===== src/rtl/vector_alu_seq_if.sv =====
// Start/done coprocessor bus for the sequential vector ALU.
// The master issues operations and the slave returns element results, flags and the reduction.
interface vector_alu_seq_if #(
    parameter int WIDTH = 32,
    parameter int VLEN  = 8
);
    logic                  start;
    logic [2:0]            ALUOp;
    logic [VLEN*WIDTH-1:0] a;
    logic [VLEN*WIDTH-1:0] b;
    logic                  ready;
    logic                  busy;
    logic                  done;
    logic [VLEN*WIDTH-1:0] Result;
    logic [WIDTH-1:0]      RedSum;
    logic [3:0]            ALUFlags;
    logic                  op_err;

    modport master (
        output start, ALUOp, a, b,
        input  ready, busy, done, Result, RedSum, ALUFlags, op_err
    );

    modport slave (
        input  start, ALUOp, a, b,
        output ready, busy, done, Result, RedSum, ALUFlags, op_err
    );
endinterface


===== src/rtl/vector_alu_seq.sv =====
// Multi-cycle vector ALU: LANES elements per RUN beat, NZCV aggregate and wrap-around sum.
// state | meaning
// IDLE  | waiting for start, outputs hold the last result
// RUN   | one beat per cycle, LANES elements each
// DONE  | one-cycle done pulse, a new start is accepted here
module vector_alu_seq #(
    parameter int WIDTH = 32,
    parameter int VLEN  = 8,
    parameter int LANES = 2
) (
    input  logic            clk,
    input  logic            reset,
    vector_alu_seq_if.slave bus
);
    localparam int BEATS = VLEN / LANES;
    localparam int CNT_W = (BEATS > 1) ? $clog2(BEATS) : 1;
    localparam int VW    = VLEN * WIDTH;

    typedef enum logic [1:0] {IDLE, RUN, DONE} state_t;

    state_t           state_q, state_d;
    logic [VW-1:0]    a_q, b_q, result_q, result_d;
    logic [2:0]       op_q;
    logic [CNT_W-1:0] beat_q;
    logic [WIDTH-1:0] redsum_q, redsum_d, beat_sum;
    logic [3:0]       flags_q, flags_d;
    logic             op_err_q;
    logic             accept, last_beat;
    logic [WIDTH-1:0] lane_x   [LANES];
    logic [WIDTH-1:0] lane_y   [LANES];
    logic [WIDTH+3:0] lane_out [LANES];

    // Returns {N, Z, C, V, result} for one element.
    function automatic logic [WIDTH+3:0] alu_elem(input logic [2:0] op,
                                                  input logic [WIDTH-1:0] x,
                                                  input logic [WIDTH-1:0] y);
        logic [WIDTH:0]   s;
        logic [WIDTH-1:0] p, q, r;
        logic             cin, arith, c, v;
        p     = x;
        q     = y;
        cin   = 1'b0;
        arith = 1'b1;
        r     = '0;
        c     = 1'b0;
        v     = 1'b0;
        case (op)
            3'b000:  ;
            3'b001:  begin q = ~y; cin = 1'b1; end
            3'b101:  begin p = y; q = ~x; cin = 1'b1; end
            default: arith = 1'b0;
        endcase
        s = {1'b0, p} + {1'b0, q} + {{WIDTH{1'b0}}, cin};
        if (arith) begin
            r = s[WIDTH-1:0];
            c = s[WIDTH];
            v = (p[WIDTH-1] == q[WIDTH-1]) && (r[WIDTH-1] != p[WIDTH-1]);
        end else begin
            case (op)
                3'b010:  r = x & y;
                3'b011:  r = x | y;
                3'b100:  r = x ^ y;
                default: r = '0;
            endcase
        end
        return {r[WIDTH-1], (r == '0), c, v, r};
    endfunction

    assign accept    = bus.start && (state_q != RUN);
    assign last_beat = (beat_q == CNT_W'(BEATS - 1));

    always_ff @(posedge clk) begin
        if (!reset) state_q <= IDLE;
        else        state_q <= state_d;
    end

    always_comb begin
        state_d = state_q;
        case (state_q)
            IDLE:    if (bus.start) state_d = RUN;
            RUN:     if (last_beat) state_d = DONE;
            DONE:    state_d = bus.start ? RUN : IDLE;
            default: state_d = IDLE;
        endcase
    end

    // Beat selection uses constant slices so every lane is a plain mux over beats.
    always_comb begin
        result_d = result_q;
        flags_d  = flags_q;
        beat_sum = '0;
        for (int k = 0; k < LANES; k++) begin
            lane_x[k] = '0;
            lane_y[k] = '0;
            for (int g = 0; g < BEATS; g++) begin
                if (beat_q == CNT_W'(g)) begin
                    lane_x[k] = a_q[(g*LANES+k)*WIDTH +: WIDTH];
                    lane_y[k] = b_q[(g*LANES+k)*WIDTH +: WIDTH];
                end
            end
            lane_out[k] = alu_elem(op_q, lane_x[k], lane_y[k]);
            beat_sum    = beat_sum + lane_out[k][WIDTH-1:0];
            flags_d     = {flags_d[3] | lane_out[k][WIDTH+3],
                           flags_d[2] & lane_out[k][WIDTH+2],
                           flags_d[1] | lane_out[k][WIDTH+1],
                           flags_d[0] | lane_out[k][WIDTH]};
            for (int g = 0; g < BEATS; g++) begin
                if (beat_q == CNT_W'(g))
                    result_d[(g*LANES+k)*WIDTH +: WIDTH] = lane_out[k][WIDTH-1:0];
            end
        end
        redsum_d = redsum_q + beat_sum;
    end

    always_ff @(posedge clk) begin
        if (!reset) begin
            a_q      <= '0;
            b_q      <= '0;
            op_q     <= '0;
            result_q <= '0;
            redsum_q <= '0;
            flags_q  <= 4'b0100;
            op_err_q <= 1'b0;
            beat_q   <= '0;
        end else if (accept) begin
            a_q      <= bus.a;
            b_q      <= bus.b;
            op_q     <= bus.ALUOp;
            result_q <= '0;
            redsum_q <= '0;
            flags_q  <= 4'b0100;
            op_err_q <= bus.ALUOp[2] & bus.ALUOp[1];
            beat_q   <= '0;
        end else if (state_q == RUN) begin
            result_q <= result_d;
            redsum_q <= redsum_d;
            flags_q  <= flags_d;
            beat_q   <= beat_q + CNT_W'(1);
        end
    end

    assign bus.ready    = (state_q != RUN);
    assign bus.busy     = (state_q == RUN);
    assign bus.done     = (state_q == DONE);
    assign bus.Result   = result_q;
    assign bus.RedSum   = redsum_q;
    assign bus.ALUFlags = flags_q;
    assign bus.op_err   = op_err_q;
endmodule


===== src/flat_wrapper.sv =====
// flat-port wrapper written by rule: the top's interface ports become plain ports
module vector_alu_seq_flat 
#(
    parameter int WIDTH = 32,
    parameter int VLEN  = 8,
    parameter int LANES = 2
)
  (clk, reset, bus_start, bus_ALUOp, bus_a, bus_b, bus_ready, bus_busy, bus_done, bus_Result, bus_RedSum, bus_ALUFlags, bus_op_err);
  vector_alu_seq_if #(.WIDTH(WIDTH), .VLEN(VLEN)) bus_i ();
  input  logic clk;
  input  logic reset;
  input wire logic [$bits(bus_i.start)-1:0] bus_start;
  input wire logic [$bits(bus_i.ALUOp)-1:0] bus_ALUOp;
  input wire logic [$bits(bus_i.a)-1:0] bus_a;
  input wire logic [$bits(bus_i.b)-1:0] bus_b;
  output wire logic [$bits(bus_i.ready)-1:0] bus_ready;
  output wire logic [$bits(bus_i.busy)-1:0] bus_busy;
  output wire logic [$bits(bus_i.done)-1:0] bus_done;
  output wire logic [$bits(bus_i.Result)-1:0] bus_Result;
  output wire logic [$bits(bus_i.RedSum)-1:0] bus_RedSum;
  output wire logic [$bits(bus_i.ALUFlags)-1:0] bus_ALUFlags;
  output wire logic [$bits(bus_i.op_err)-1:0] bus_op_err;
  assign bus_i.start = bus_start;
  assign bus_i.ALUOp = bus_ALUOp;
  assign bus_i.a = bus_a;
  assign bus_i.b = bus_b;
  assign bus_ready = bus_i.ready;
  assign bus_busy = bus_i.busy;
  assign bus_done = bus_i.done;
  assign bus_Result = bus_i.Result;
  assign bus_RedSum = bus_i.RedSum;
  assign bus_ALUFlags = bus_i.ALUFlags;
  assign bus_op_err = bus_i.op_err;
  vector_alu_seq #(.WIDTH(WIDTH), .VLEN(VLEN), .LANES(LANES)) u_core (.clk(clk), .reset(reset), .bus(bus_i));
endmodule

===== config.mk =====
export PLATFORM = sky130hd
export DESIGN_NAME = vector_alu_seq_flat
export DESIGN_NICKNAME = d
export VERILOG_FILES = /design/src/rtl/vector_alu_seq_if.sv /design/src/rtl/vector_alu_seq.sv /design/src/flat_wrapper.sv
export SDC_FILE = /design/constraint.sdc
export NUM_CORES = 2
export LEC_CHECK = 0
export BUFFER_PORTS_ARGS = -buffer_cell sky130_fd_sc_hd__buf_4
export CORE_UTILIZATION = 32
export CTS_CLUSTER_SIZE = 8
export DETAILED_ROUTE_END_ITERATION = 10
export GPL_ROUTABILITY_DRIVEN = 0
export SLEW_MARGIN = 5
export SYNTH_ARGS = -nofsm -noshare
export SYNTH_HDL_FRONTEND = slang
export SYNTH_SLANG_ARGS = --single-unit

===== constraint.sdc =====
create_clock -name clk -period 11.2 [get_ports clk]
set_clock_uncertainty 0.15 [all_clocks]
set_input_delay 0.56 -clock clk [delete_from_list [all_inputs] [get_ports clk]]
set_output_delay 0.56 -clock clk [all_outputs]
set_load 0.01 [all_outputs]

# After elaboration in Yosys (flattened, before gate mapping)
# Index checks and enable logic that the tools add are counted.
[totals]
elab_cells = 106
latchBits = 0
inputBits = 518
output_inout_bits = 296
mem_count = 0
reg_bits = 812
ram_bits = 0
rom_bits = 0
[classes]
add_sub_neg = 7
n_bitwise = 20
shift = 0
reduce_logical = 16
magnitude_cmp = 0
multipliers = 0
div = 0
eq_ne = 17
n_mux = 34
[op_table]
columns = ["cell", "n"]
rows = [
  ["$mux W32", 20],
  ["$pmux W32 S3", 2],
  ["$not A32 Y32", 4],
  ["$pmux W32 S2", 2],
  ["$add A32 B32 Y33", 2],
  ["$add A33 B1 Y33", 2],
  ["$add A32 B32 Y32", 2],
  ["$and A32 B32 Y32", 2],
  ["$logic_not A32 Y1", 2],
  ["$or A32 B32 Y32", 2],
  ["$xor A32 B32 Y32", 2],
  ["$reduce_and A2 Y1", 5],
  ["$mux W1", 7],
  ["$eq A2 B2 Y1 const B", 3],
  ["$eq A3 B2 Y1 const B", 2],
  ["$eq A3 B3 Y1 const B", 2],
  ["$or A1 B1 Y1", 6],
  ["$pmux W2 S3", 1],
  ["$eq A2 B1 Y1 const B", 2],
  ["$logic_not A2 Y1", 2],
  ["$mux W2", 2],
  ["$ne A2 B1 Y1 const B", 2],
  ["$reduce_or A2 Y1", 2],
  ["$and A1 B1 Y1", 3],
  ["9 further kinds", 13],
]

# Logic depth before layout (Yosys ltp)
[depth]
ltp_word = 14
ltp_mapped = 42
depth_no_buf = 40

# Worst setup path before layout
# Ideal clock, no wire load.
[synth_path]
path_kind = "flip-flop to flip-flop"
startpoint = "register u_core.op_q[0]"
endpoint = "register u_core.redsum_q[31], in the netlist u_core.bus.RedSum[31]"
stages_incl_launch_ff = 37
arrival_ns = 8.328
n_path_buf = 6
synth_period_minus_slack_ns = 8.548
path_slack_ns = 2.652
cell_sequence = "dfxtp_1 > buf_1 > buf_2 > buf_1 > nor2b_1 > clkbuf_1 > nand2_1 > clkbuf_1 > clkbuf_1 > mux2i_1 > fa_1 > inv_1 > fa_1 > nor2b_4 > o31a_1 > nor3_2 > o211ai_1 > a31o_4 > a31oi_1 > xnor2_1 > a222oi_1 > inv_1 > fa_1 > ha_1 > a21o_1 > a211oi_1 > o21ai_0 > and2_1 > nor4b_1 > o31ai_1 > a21oi_1 > nor2_1 > a211oi_1 > o21ai_0 > xnor2_1 > or3_1 > a21oi_1"
[synth_lines]
columns = ["element", "line_no", "rtl"]
rows = [
  ["start, declared", "vector_alu_seq.sv:23", "logic [2:0] op_q;"],
  ["start signal, assigned", "vector_alu_seq.sv:128", "op_q <= bus.ALUOp;"],
  ["end signal, assigned", "vector_alu_seq.sv:136", "redsum_q <= redsum_d;"],
  ["end, declared", "vector_alu_seq.sv:25", "logic [WIDTH-1:0] redsum_q, redsum_d, beat_sum;"],
]

==> impl_results.md <==
- Crit path time final: around 9.6 ns
- Synth Warn #: 0
- Die Y: around 370 um
- Leakage: 0.0266 uW
- Global-route wire length before repair: around 280 mm
- Worst Tran Pin Value: approximately 1.2 ns
- Die area: roughly 0.14 mm^2
- Post-Place Cells: approximately 8,200
- Max H-tree Level: 3
- Ys async rst share: 0
- WS Path Type: flip-flop to flip-flop
- Met2 WL: 87.7 mm
- Commonest cells after routing, fill and taps aside: nand2_1, buf_4, dfxtp_1
- Post-DR wirelength/cell: approximately 22 um
- Cells after Synth: 5,915
- DRC viols: 0
- Reg2Reg Capture Point: u_core.bus.RedSum[31]
- Fin nets: 7,775
- Routed length on met1: about 80 mm
- Clock Tree Root: clkbuf_16
- Post-Route WL: 191 mm
- Worst min path class: primary input to flip-flop
- Reg clk slew, reported paths: ~0.060 ns
- Post-CTS Setup Inserts: 0
- CP startpoint: u_core.beat_q[1]
- Initial Utilization: 0.322
- Worst VDD drop: about 0.14 mV
- IO buf count: 813
- Row cnt: between 100 and 150
- Area delta synth->final: 35.6%
- CP most frequent cell: a21oi_1
- MaxCap Viol Count: 0
- DRT Pass-1 Iters: 9
- Core area: 0.137 mm^2
- CP max stage cell: a222oi_1
- Reg2Reg Setup Slack: about 1.6 ns
- Num ports: between 800 and 900
- WP data arrival: approximately 10 ns
- Clk Latency, worst-skew pair: about 0.75 ns
- Largest net degree at the start of global routing: 247
- Commonest non-fill, non-tap cell in the layout: nand2_1
- CP Max Fanout: between 100 and 150
- Final Setup Violations: 0
- Kind of end point of the critical path: flip-flop
- Placement Cell Area: a little over 0.05 mm^2
- Slowest stage delay, CP: 0.62 ns
- Yosys reg bits: 812
- Via/cell ratio: roughly 5.2
- Total track usage: 0.264
- CTS tree: yes
- Worst reg-to-reg path cell count: 37
- Total CTS buffers: 114
- Fmax: around 100 MHz
- Mean Syn Cell Area: 7.47 um^2
- Setup TNS: 0 ns
- RSZ-0062 raised after global routing: false
- DRT antenna net count: 0
- EDFF count, synth: 0
- Synth unique cells: 74
- Hold-fix buffer count after cts: around 500
- RR Startpoint: u_core.beat_q[1]
- Vias: 45,700
- Post-Syn Nets: 6,693
- TritonCTS Sinks: 812
- Status: completed
- Critical Path End: u_core.bus.RedSum[31]
- Horiz. Die Dim: roughly 370 um
- Met3 routed WL: 11.9 mm
- Power Dens Cells: between 100 and 150 mW/mm^2
- Seq/Total Area, Yosys: 0.368
- Final instance area: ~0.060 mm^2
- Post-cts sizing count: 0
- Gr ovfl total: 0
- Synthesized area: about 0.044 mm^2
- HPWL after DPL: 136 mm
- DR iter-0 viols: ~3,700
- Initial antenna violation count: 21
- Layout cells sized above 1: 0.155
- Final cell count without fillers: roughly 8,800
- Max Slew Vio Count: 0
- Final cycle utilization of the critical path: 0.853
- Max layer used: met5
- Final Hold Viols: 0
- Relative slew slack: 0.191
- Max Root-Sink Buffers: 3
- Critical Path RT: about 12 ns
- Vias in the first global route: roughly 44,000
- Worst Setup Start Kind: flip-flop
- Util after Layout: 0.437
- Main synth FF type: dfxtp_1
-- cell type report --
class                      count  area (um^2)
inverter                     266         1000
sequential                   812        16300
multi-input combinational   4390        25400
antenna                       15         37.5
timing repair buffer        1413        11900
fill                       13600        77400
clock buffer                 122         2920
clock inverter                10          168
tap                         1794         2240
-- cells by family after synthesis --
kind of cell               count (synthesis)  share of synthesized area
AOI/OAI and AO/OA                       1693                      0.254
DFF                                      812                      0.368
and+or+nand+nor                         2260                      0.201
xor gates and xnor gates                  79                     0.0157
muxes                                     98                     0.0222
adders and majority gates                260                     0.0797
buffers and inverters                    713                     0.0607
-- flip-flops by register name, indices dropped and copies added (netlist names) --
name and cells:
u_core.a_q 256, u_core.b_q 256, u_core.bus.Result 256, u_core.bus.RedSum 32, u_core.bus.ALUFlags 4, u_core.op_q 3
u_core.beat_q 2, u_core.state_q 2, u_core.bus.op_err 1
-- worst min path at each step --
| stage | cells after the start | from | slack, ns | end |
|---|---|---|---|---|
| 6_report | 3 | bus_a[109] | 0.05 | u_core.a_q[109] |
| 5_1_grt | 3 | bus_a[160] | 0.02 | u_core.a_q[160] |
| 4_1_cts | 3 | bus_a[161] | 0.00006 | u_core.a_q[161] |
| 3_5_place_dp | 2 | u_core.bus.Result[59] | 0.30 | u_core.bus.Result[59] |
| 3_3_place_gp | 2 | u_core.bus.Result[166] | 0.30 | u_core.bus.Result[166] |
| 2_1_floorplan | 2 | u_core.a_q[0] | 0.29 | u_core.a_q[0] |
-- stage by stage --
| step | hold WS (ns) | setup WS, ns | power [uW] |
|---|---|---|---|
| 3_5_place_dp | 0.298 | 1.89 | 5540 |
| 4_1_cts | 0.0000618 | 1.83 | 8850 |
| 5_1_grt | 0.0162 | 0.953 | 9220 |
| 6_report | 0.0453 | 1.65 | 8810 |
| 2_1_floorplan | 0.294 | 2.65 | 4520 |
| 3_3_place_gp | 0.295 | 2.03 | 5510 |
-- cells in the mapped netlist, types with 10 or more instances --
cell type,n,area [um^2]
a21boi_0,518,3890
nor2b_1,19,119
a31oi_1,17,106
and3_1,11,68.8
nand2_1,1301,4880
nor3_1,28,140
o211ai_1,15,113
a222oi_1,31,310
nor4_1,12,75.1
a21o_1,43,323
inv_1,265,995
mux2i_1,98,981
xnor2_1,47,412
o21ai_0,60,300
ha_1,224,2800
o21a_1,21,158
nand2b_1,15,93.8
buf_1,70,263
nand3_1,22,110
nand4_1,17,106
fa_1,36,721
dfxtp_1,812,16300
a211oi_1,300,2250
xor2_1,32,280
o21ai_1,11,55.1
a21oi_1,595,2980
nor2_1,798,3000
and2_1,10,62.6
clkbuf_1,372,1400
-- worst max-delay path, delay by kind of cell (launching register included) --
kind | cells | cell delay [ns]
flip-flops | 1 | 0.38
AND/OR/NAND/NOR | 9 | 1.73
adder cells (fa/ha/maj) | 4 | 1.65
XOR/XNOR | 2 | 0.30
buffers and inverters | 5 | 0.98
AO/OA/AOI/OAI | 17 | 4.14
-- metal layers --
metal  vias to the layer above  track usage
met5                         -            0
met4                         4        0.138
met3                       426       0.0461
met2                      1726        0.430
met1                     21500        0.332
li1                      22000            -
-- power by group --
group | leakage [uW] | switching (uW) | internal (uW)
Sequential | 0.00663 | 109 | 3050
Combinational | 0.0184 | 1550 | 956
Clock | 0.00151 | 1310 | 1840
Power figures use the tool's default switching activity.
